--- src/rtl/mem_request_proxy_n.sv ---
// mem_request_proxy_n: arbitrates NCH datapath request channels onto a single
// cache-side memory port. One access is in flight at a time; REN/WEN and the
// address/store data are registered and held stable until the cache hits or
// the watchdog expires, then a one-cycle done pulse (with err) is returned on
// the owning channel.
//
// Handshake: a client raises req[i] with wen/addr/wdata stable and keeps them
// stable until done[i] pulses; done is one-hot or zero, err and rdata are
// valid in the done cycle, and rdata holds until the next completed read.
module mem_request_proxy_n #(
    parameter int NCH     = 2,
    parameter int AW      = 32,
    parameter int DW      = 32,
    parameter int RR_MODE = 0,
    parameter int TIMEOUT = 0
) (
    input  logic              CLK,
    input  logic              RST,
    input  logic [NCH-1:0]    req,
    input  logic [NCH-1:0]    wen,
    input  logic [NCH*AW-1:0] addr,
    input  logic [NCH*DW-1:0] wdata,
    output logic [NCH-1:0]    done,
    output logic              err,
    output logic [DW-1:0]     rdata,
    output logic              memREN,
    output logic              memWEN,
    output logic [AW-1:0]     memaddr,
    output logic [DW-1:0]     memstore,
    input  logic [DW-1:0]     memload,
    input  logic              hit,
    input  logic              halt,
    output logic              halted,
    output logic              timeout_sticky,
    output logic [1:0]        dbg_state
);

    localparam int PW = (NCH > 1) ? $clog2(NCH) : 1;
    localparam int WW = (TIMEOUT > 1) ? $clog2(TIMEOUT) : 1;
    localparam logic [WW-1:0] WD_LAST = WW'((TIMEOUT > 0) ? TIMEOUT - 1 : 0);
    localparam logic [PW-1:0] LAST_CH = PW'(NCH - 1);

    typedef enum logic [1:0] {
        IDLE  = 2'd0,
        ISSUE = 2'd1,
        HALT  = 2'd2
    } state_t;

    state_t          state_q, state_d;
    logic [PW-1:0]   owner_q, owner_d;
    logic [PW-1:0]   rr_ptr_q, rr_ptr_d;
    logic [WW-1:0]   wdog_q, wdog_d;
    logic [NCH-1:0]  done_q, done_d;
    logic            err_q, err_d;
    logic [DW-1:0]   rdata_q, rdata_d;
    logic            ren_q, ren_d;
    logic            wen_q, wen_d;
    logic [AW-1:0]   maddr_q, maddr_d;
    logic [DW-1:0]   mstore_q, mstore_d;
    logic            halted_q, halted_d;
    logic            sticky_q, sticky_d;

    logic [NCH-1:0]  eligible;
    logic            lo_any, hi_any, grant_any;
    logic [PW-1:0]   lo_idx, hi_idx, grant_idx;
    logic            sel_wen;
    logic [AW-1:0]   sel_addr;
    logic [DW-1:0]   sel_wdata;
    logic [NCH-1:0]  owner_hot;
    logic            expire;

    // Arbitration: the channel completed last cycle is masked so it cannot be
    // re-granted on a request it has not yet had a chance to drop.
    always_comb begin
        eligible = req & ~done_q;
        lo_any   = 1'b0;
        lo_idx   = '0;
        hi_any   = 1'b0;
        hi_idx   = '0;
        for (int i = NCH - 1; i >= 0; i--) begin
            if (eligible[i]) begin
                lo_any = 1'b1;
                lo_idx = PW'(i);
                if (PW'(i) >= rr_ptr_q) begin
                    hi_any = 1'b1;
                    hi_idx = PW'(i);
                end
            end
        end
        grant_any = lo_any;
        grant_idx = ((RR_MODE != 0) && hi_any) ? hi_idx : lo_idx;
    end

    // Operand mux for the granted channel and one-hot decode of the owner.
    always_comb begin
        sel_wen   = 1'b0;
        sel_addr  = '0;
        sel_wdata = '0;
        owner_hot = '0;
        for (int i = 0; i < NCH; i++) begin
            if (PW'(i) == grant_idx) begin
                sel_wen   = wen[i];
                sel_addr  = addr[i*AW +: AW];
                sel_wdata = wdata[i*DW +: DW];
            end
            owner_hot[i] = (PW'(i) == owner_q);
        end
        expire = (TIMEOUT != 0) && (wdog_q == WD_LAST);
    end

    // Next-state logic for the IDLE / ISSUE / HALT controller.
    always_comb begin
        state_d  = state_q;
        owner_d  = owner_q;
        rr_ptr_d = rr_ptr_q;
        wdog_d   = wdog_q;
        done_d   = '0;
        err_d    = 1'b0;
        rdata_d  = rdata_q;
        ren_d    = ren_q;
        wen_d    = wen_q;
        maddr_d  = maddr_q;
        mstore_d = mstore_q;
        halted_d = halted_q;
        sticky_d = sticky_q;
        case (state_q)
            IDLE: begin
                if (halt) begin
                    state_d  = HALT;
                    halted_d = 1'b1;
                    ren_d    = 1'b0;
                    wen_d    = 1'b0;
                end else if (grant_any) begin
                    state_d  = ISSUE;
                    owner_d  = grant_idx;
                    maddr_d  = sel_addr;
                    mstore_d = sel_wdata;
                    ren_d    = ~sel_wen;
                    wen_d    = sel_wen;
                    wdog_d   = '0;
                    if (RR_MODE != 0) begin
                        rr_ptr_d = (grant_idx == LAST_CH) ? '0 : grant_idx + 1'b1;
                    end
                end
            end
            ISSUE: begin
                if (hit) begin
                    // A hit in the watchdog expiry cycle still completes normally.
                    state_d = IDLE;
                    done_d  = owner_hot;
                    if (!wen_q) begin
                        rdata_d = memload;
                    end
                    ren_d = 1'b0;
                    wen_d = 1'b0;
                end else if (expire) begin
                    state_d  = IDLE;
                    done_d   = owner_hot;
                    err_d    = 1'b1;
                    sticky_d = 1'b1;
                    ren_d    = 1'b0;
                    wen_d    = 1'b0;
                end else if (TIMEOUT != 0) begin
                    wdog_d = wdog_q + 1'b1;
                end
            end
            HALT: begin
                ren_d = 1'b0;
                wen_d = 1'b0;
                if (!halt) begin
                    state_d  = IDLE;
                    halted_d = 1'b0;
                end
            end
            default: begin
                state_d  = IDLE;
                halted_d = 1'b0;
                ren_d    = 1'b0;
                wen_d    = 1'b0;
            end
        endcase
    end

    // State and registered outputs; reset abandons any in-flight access.
    always_ff @(posedge CLK) begin
        if (RST) begin
            state_q  <= IDLE;
            owner_q  <= '0;
            rr_ptr_q <= '0;
            wdog_q   <= '0;
            done_q   <= '0;
            err_q    <= 1'b0;
            rdata_q  <= '0;
            ren_q    <= 1'b0;
            wen_q    <= 1'b0;
            maddr_q  <= '0;
            mstore_q <= '0;
            halted_q <= 1'b0;
            sticky_q <= 1'b0;
        end else begin
            state_q  <= state_d;
            owner_q  <= owner_d;
            rr_ptr_q <= rr_ptr_d;
            wdog_q   <= wdog_d;
            done_q   <= done_d;
            err_q    <= err_d;
            rdata_q  <= rdata_d;
            ren_q    <= ren_d;
            wen_q    <= wen_d;
            maddr_q  <= maddr_d;
            mstore_q <= mstore_d;
            halted_q <= halted_d;
            sticky_q <= sticky_d;
        end
    end

    assign done           = done_q;
    assign err            = err_q;
    assign rdata          = rdata_q;
    assign memREN         = ren_q;
    assign memWEN         = wen_q;
    assign memaddr        = maddr_q;
    assign memstore       = mstore_q;
    assign halted         = halted_q;
    assign timeout_sticky = sticky_q;
    assign dbg_state      = state_q;

endmodule

--- config.mk ---
export PLATFORM = sky130hd
export DESIGN_NAME = mem_request_proxy_n
export DESIGN_NICKNAME = d
export VERILOG_FILES = /design/src/rtl/mem_request_proxy_n.sv
export SDC_FILE = /design/constraint.sdc
export NUM_CORES = 1
export LEC_CHECK = 0
export CAP_MARGIN = 30
export CORE_ASPECT_RATIO = 1.25
export CORE_UTILIZATION = 40
export CTS_CLUSTER_SIZE = 14
export DETAILED_ROUTE_END_ITERATION = 16
export GPL_ROUTABILITY_DRIVEN = 0
export GPL_TIMING_DRIVEN = 0
export PLACE_DENSITY = 0.84
export SLEW_MARGIN = 30
export SYNTH_ARGS = -nofsm -noshare
export SYNTH_HDL_FRONTEND = slang
export SYNTH_SLANG_ARGS = --single-unit
--- constraint.sdc ---
create_clock -name CLK -period 2.05 [get_ports CLK]
set_input_delay 0.3075 -clock CLK [delete_from_list [all_inputs] [get_ports CLK]]
set_output_delay 0.3075 -clock CLK [all_outputs]
set_load 0.01 [all_outputs]
==> flow_summary.yaml <==
global_routing:
  grt_max_degree: 19
  overflow: 0
  track_usage_pct: 28.00
  grt_pass1_vias: 5208
  grt_pass1_wl_um: 24670
  antenna_found_initial: 0
sta:
  worst_slack_ns: 0.1116
  hold_ws_ns: 0.4536
  slew_violations: 0
  fin_skew_ns: 0.007727
  period_needed_ns: 1.938
  worstMarginPinSlew_ns: 0.7468
  rsz0062_at_grt: "false"
  finalHoldViolCount: 0
  slew_headroom_pct: 50.21
  fmax_mhz: 515.9
  period_share_pct: 94.55
  setup_viol: 0
detailed_routing:
  routed_wirelength_um: 15890
  drcViolationCount: 0
  viasPerCell: 5.256
  wire_per_inst_um: 16.67
  first_pass_iters: 4
  num_vias: 5009
  drt_iter0_markers: 173
  final_antenna_net_count: 0
power:
  p_leak_nw: 2.811
  switching_power_mw: 1.432
  p_per_area_mw_per_mm2: 695.6
  internal_power_mw: 3.826
  p_sw_share_pct: 27.24
  p_clk_share_pct: 33.7
  seqPwrFrac_pct: 42.5
  total_power_mw: 5.258
  power_frac_comb_pct: 23.8
  max-vdd-ir-drop_mv: 0.4213
critical_path:
  worstSetupPathType: "input pin to flop"
  worstPathMaxFanout: 10
  crit_path_start: "req[0]"
  reg2reg_from: "done[1]"
  cp.arrival_ns: 2.18
  worstSetupEndpointType: "flop"
  ff2ff_setup_slack_ns: 0.19
  required_ns: 2.29
  worstSetupStartpointType: "input pin"
  r2r_cells: 5
final_layout:
  layout-drive-gt1-share_pct: 9.135
  fin_nets: 984
  synthToLayoutAreaGrowth_pct: 72.35
  fin_cells: 953
  final_util_pct: 71.20
  diodes: 0
run:
  drv_cap: 0
clock_network:
  htreeDepth: 3
  clkLatencyLatePin_ns: 0.34
  clock_sinks: 104
  tritoncts: "built"
  ctsHoldBuffers: 0
  cts_root_buf: "clkbuf_16"
  cts_buffer_depth: 2
  cts_buffers: 9
  clk_pin_slew_worst_paths_ns: 0.07
synth:
  synth-compound-area-share_pct: 26.39
  synth_cell_types: 32
  synth_fa_ha_area_share_pct: 0.2282
  synth-seq-cells: 104
  syn_avg_cell_area_um2: 8.197
  yosys_warnings: 0
  synth_top_family_by_area: "compound AO/OA/AOI/OAI gates"
  ys_top_cells_by_area: "dfxtp_1, nand2_1, a21oi_1, a211oi_2, a211oi_1"
  yosysTopAreaCellShare_pct: 47.48
  syn_area_mm2: 0.004385
  synth_common_cells: "nand2_1, dfxtp_1, a21oi_1"
  synth_edf_count: 0
  muxShareOfSynthArea_pct: 0
  synth_cells: 535
  synthArstFlopShare_pct: 0
  ys_seq_area_share_pct: 47.48
  synth_area_leader_cell: "dfxtp_1"
  synth_xor_area_share_pct: 0
  yosysMostFrequentCell: "nand2_1"
  synth-simple-area-share_pct: 19.77
  ys.flop_type: "dfxtp_1"
floorplanning:
  ios: 273
  die_h_um: 119.1
  initial_core_util_pct: 41.31
  num_rows: 42
  fp.coreArea_mm2: 0.01062
  dieWidth_um: 95.66
  die_area_mm2: 0.01139
place:
  port_buffers: 269
  place_inst: 937
  hpwl_um: 12230
  dp_slack_ns: -0.3097
hold_path:
  hold_path.class: "flop to flop"
  holdPathStages: 2
  worstHoldStart: "rdata[0]"
run_status:
  status: "finished, final reports clean"
power by group through the flow:
stage          sequential, mW  clock, mW  combinational [mW]
2_1_floorplan            2.34          0               0.462
3_3_place_gp             2.27          0                1.22
3_5_place_dp             2.28          0                1.25
4_1_cts                  2.24       1.79                1.26
5_1_grt                  2.25       1.88                1.35
6_report                 2.24       1.77                1.25
state kept, by name, summed over array words and instances (netlist names), 2 cells and up:
register	flops
memaddr	32
dbg_state	2
memstore	32
done	2
rdata	32
cells by family after synthesis:
family	Yosys count
AND/OR/NAND/NOR	214
AO/OA/AOI/OAI	168
flip-flops	104
buffers and inverters	47
adder cells (fa/ha/maj)	1
other	1
metal layers:
metal  up-vias  wire length [um]  global-route usage (%)
met5         -                 0                       0
met4         0               419                   10.82
met3        34              1502                   10.15
met2       236              8349                   51.38
met1      2359              5619                   27.89
li1       2380                 -                       -
layout make-up:
cell class,count,area [um2]
flip-flops and latches,104,2082
plain buffers,46,262.8
inverters,1,3.754
fillers,809,3057
multi-input cells,385,2047
clock buffers,9,225.2
clock inverters,7,80.08
repair buffers,269,2693
well taps,132,165.2
what timing repair did:
item / CTS / global route
endpoints found under the hold margin: 0 / 0
buffers inserted: 0 / 0
setup endpoints to repair: 0 / 4
resized for setup: 0 / 3
critical path, stage by stage:
cell and delay (ns):
clkdlybuf4s50_1 0.53, nand2b_1 0.17, nand2_1 0.36, clkbuf_1 0.44, nand2_1 0.11, a211oi_1 0.26
cell usage in the layout (no fill, tap or decap), types with 3 or more instances in the layout:
cell / n
a21oi_1: 97
buf_2: 8
dfxtp_1: 104
nand2b_1: 3
clkdlybuf4s50_1: 269
a211oi_2: 27
clkbuf_1: 22
clkbuf_16: 9
nor2_1: 69
buf_4: 9
buf_6: 6
nand2_1: 130
a211oi_1: 37
final timing paths:
| kind | to |
|---|---|
| setup / recovery | memstore[30] |
| hold / removal | rdata[0] |
| setup reg to reg | memstore[30] |
| hold reg to reg | rdata[0] |
per-stage QoR:
stage                     instance area (um2)  TNS [ns]
after floorplan                          4389         0
final                                    7559         0
after detailed placement                 7247    -11.72
after global routing                     7559         0
after CTS                                7552         0
after global placement                   7247    -8.513
Note: power is estimated with default switching activity, not from simulation.
==> patch (config.mk and constraints unchanged) <==
The parameter `RR_MODE` goes from 0 to 1.
--- a/src/rtl/mem_request_proxy_n.sv
+++ b/src/rtl/mem_request_proxy_n.sv
@@ -11,7 +11,7 @@
     parameter int NCH     = 2,
     parameter int AW      = 32,
     parameter int DW      = 32,
-    parameter int RR_MODE = 0,
+    parameter int RR_MODE = 1,
     parameter int TIMEOUT = 0
 ) (
     input  logic              CLK,
Function: changed (a bounded check fails within 10 cycles, from zero or initial values and one cycle with RST high).
==> patch against the original RTL <==
First-iteration DRC count shrank 17%. Synthesized area shrank 8.2%. Sequential cell count grew 1. Routed wire length shrank 12%. Setup slack lost 0.021 ns. Power shrank 8.3%. Design area shrank 4.7%. Highest routed layer unchanged.
==> patch: results (changes against the original RTL) <==
{| class="wikitable"
! Metric !! Value
|-
| Multiplexer share of the synthesized area || 0.249% (+0.25 points)
|-
| Via count of the first global-routing pass || 4353 (-16%)
|-
| Gate family responsible for the most delay along the worst path || compound AO/OA/AOI/OAI gates
|-
| Cell Count Post-Placement || 796 (-15%)
|-
| Max-Slew Margin vs Limit || 66.5% (+16 points)
|-
| Detailed-placement wirelength estimate || 10700 um (-13%)
|-
| Synth unique cells || 36 (+13%)
|-
| Fraction of power consumed by the clock network || 34.6% (+0.9 points)
|-
| Met3 GRT Util || 10.7% (+0.54 points)
|-
| Reported leakage power || 2.75 nW (-2.3%)
|-
| Global-route usage over all layers || 26.5% (-1.5 points)
|-
| Part of the total power dissipated in sequential elements || 46.2% (+3.7 points)
|-
| Fraction of layout cells with a size suffix above 1 || 13.4% (+4.3 points)
|-
| Slowest Stage Delay on Critical Path || 0.45 ns (-0.08 ns)
|-
| Worst IR Drop VDD || 0.465 mV (+10%)
|-
| Total detailed-routing wirelength || 14100 um (-12%)
|-
| Pin count of the biggest net entering global routing || 16 (-3)
|-
| Synthesized-area fraction occupied by adder cells || 0% (-0.23 points)
|-
| Switching power || 1.12 mW (-22%)
|-
| Total number of vias || 4212 (-16%)
|-
| Power Combinational || 924 uW (-26%)
|-
| Ranking of synthesized cells by area || dfxtp_1 (52%), a221o_1 (12%), nand2_1 (6.4%)
|-
| Critical-path top delay cell || or3_1
|-
| Post-CTS sizing || 9 (+9)
|-
| Number of DRC violations after detailed-routing iteration 0 || 143 (-17%)
|-
| Average cell area after synthesis || 10.1 um^2 (+23%)
|-
| Met1 global-route usage || 24.9% (-3.0 points)
|-
| Final net count || 850 (-14%)
|-
| Commonest cells in the synthesized netlist || dfxtp_1 (105), nand2_1 (69), a221o_1 (48)
|-
| M2 GR Usage || 48.9% (-2.5 points)
|-
| First-pass GRT wire length || 21500 um (-13%)
|-
| Met3 wire len || 1560 um (+4.0%)
|-
| Placed cell areas || 0.00688 mm^2 (-5.1%)
|-
| Portion of the post-synthesis area used by sequential elements || 52.2% (+4.8 points)
|-
| Outcome || completed
|-
| Wire length on met2 || 7200 um (-14%)
|-
| Final setup skew || 0.00747 ns (-0.000260 ns)
|-
| Count of fill cells added during filler insertion || 721 (-11%)
|-
| Detailed Routing Iterations Pass 1 || 6 (+2)
|-
| Compound-gate portion of the synthesized area || 22.8% (-3.6 points)
|-
| Arrival @ worst endpoint || 2.18 ns (about the same)
|-
| Met1 Routed Length || 4790 um (-15%)
|}
[patch: cell types whose count changed in the layout (fill, tap and decap cells not counted), moves of 34 or more]
cell | before | now
a221o_1 | 0 | 48
a211oi_1 | 37 | 1
nand2_1 | 130 | 69
and2_2 | 0 | 34
nor2_1 | 69 | 5
a21oi_1 | 97 | 35
[patch: cell type report]
type                            count  area (um^2)  share of cell area (%)
Timing Repair Buffer              270         2710                    37.6
Sequential cell                   105         2100                    29.2
Buffer                             32          181                    2.52
Tap cell                          126          158                    2.19
Clock buffer                       12          236                    3.28
Multi-Input combinational cell    263         1770                    24.6
Clock inverter                      3         42.5                   0.590
Inverter                            1         3.75                  0.0521
[patch: worst paths after layout]
check	start	end	slack, ns	cells past startpoint
worst max register to register	dbg_state[1]	memaddr[12]	0.09	5
worst max-delay path	dbg_state[1]	memaddr[12]	0.09	5
worst min-delay path	RST	memWEN	0.28	4
worst min register to register	rdata[13]	rdata[13]	0.46	2
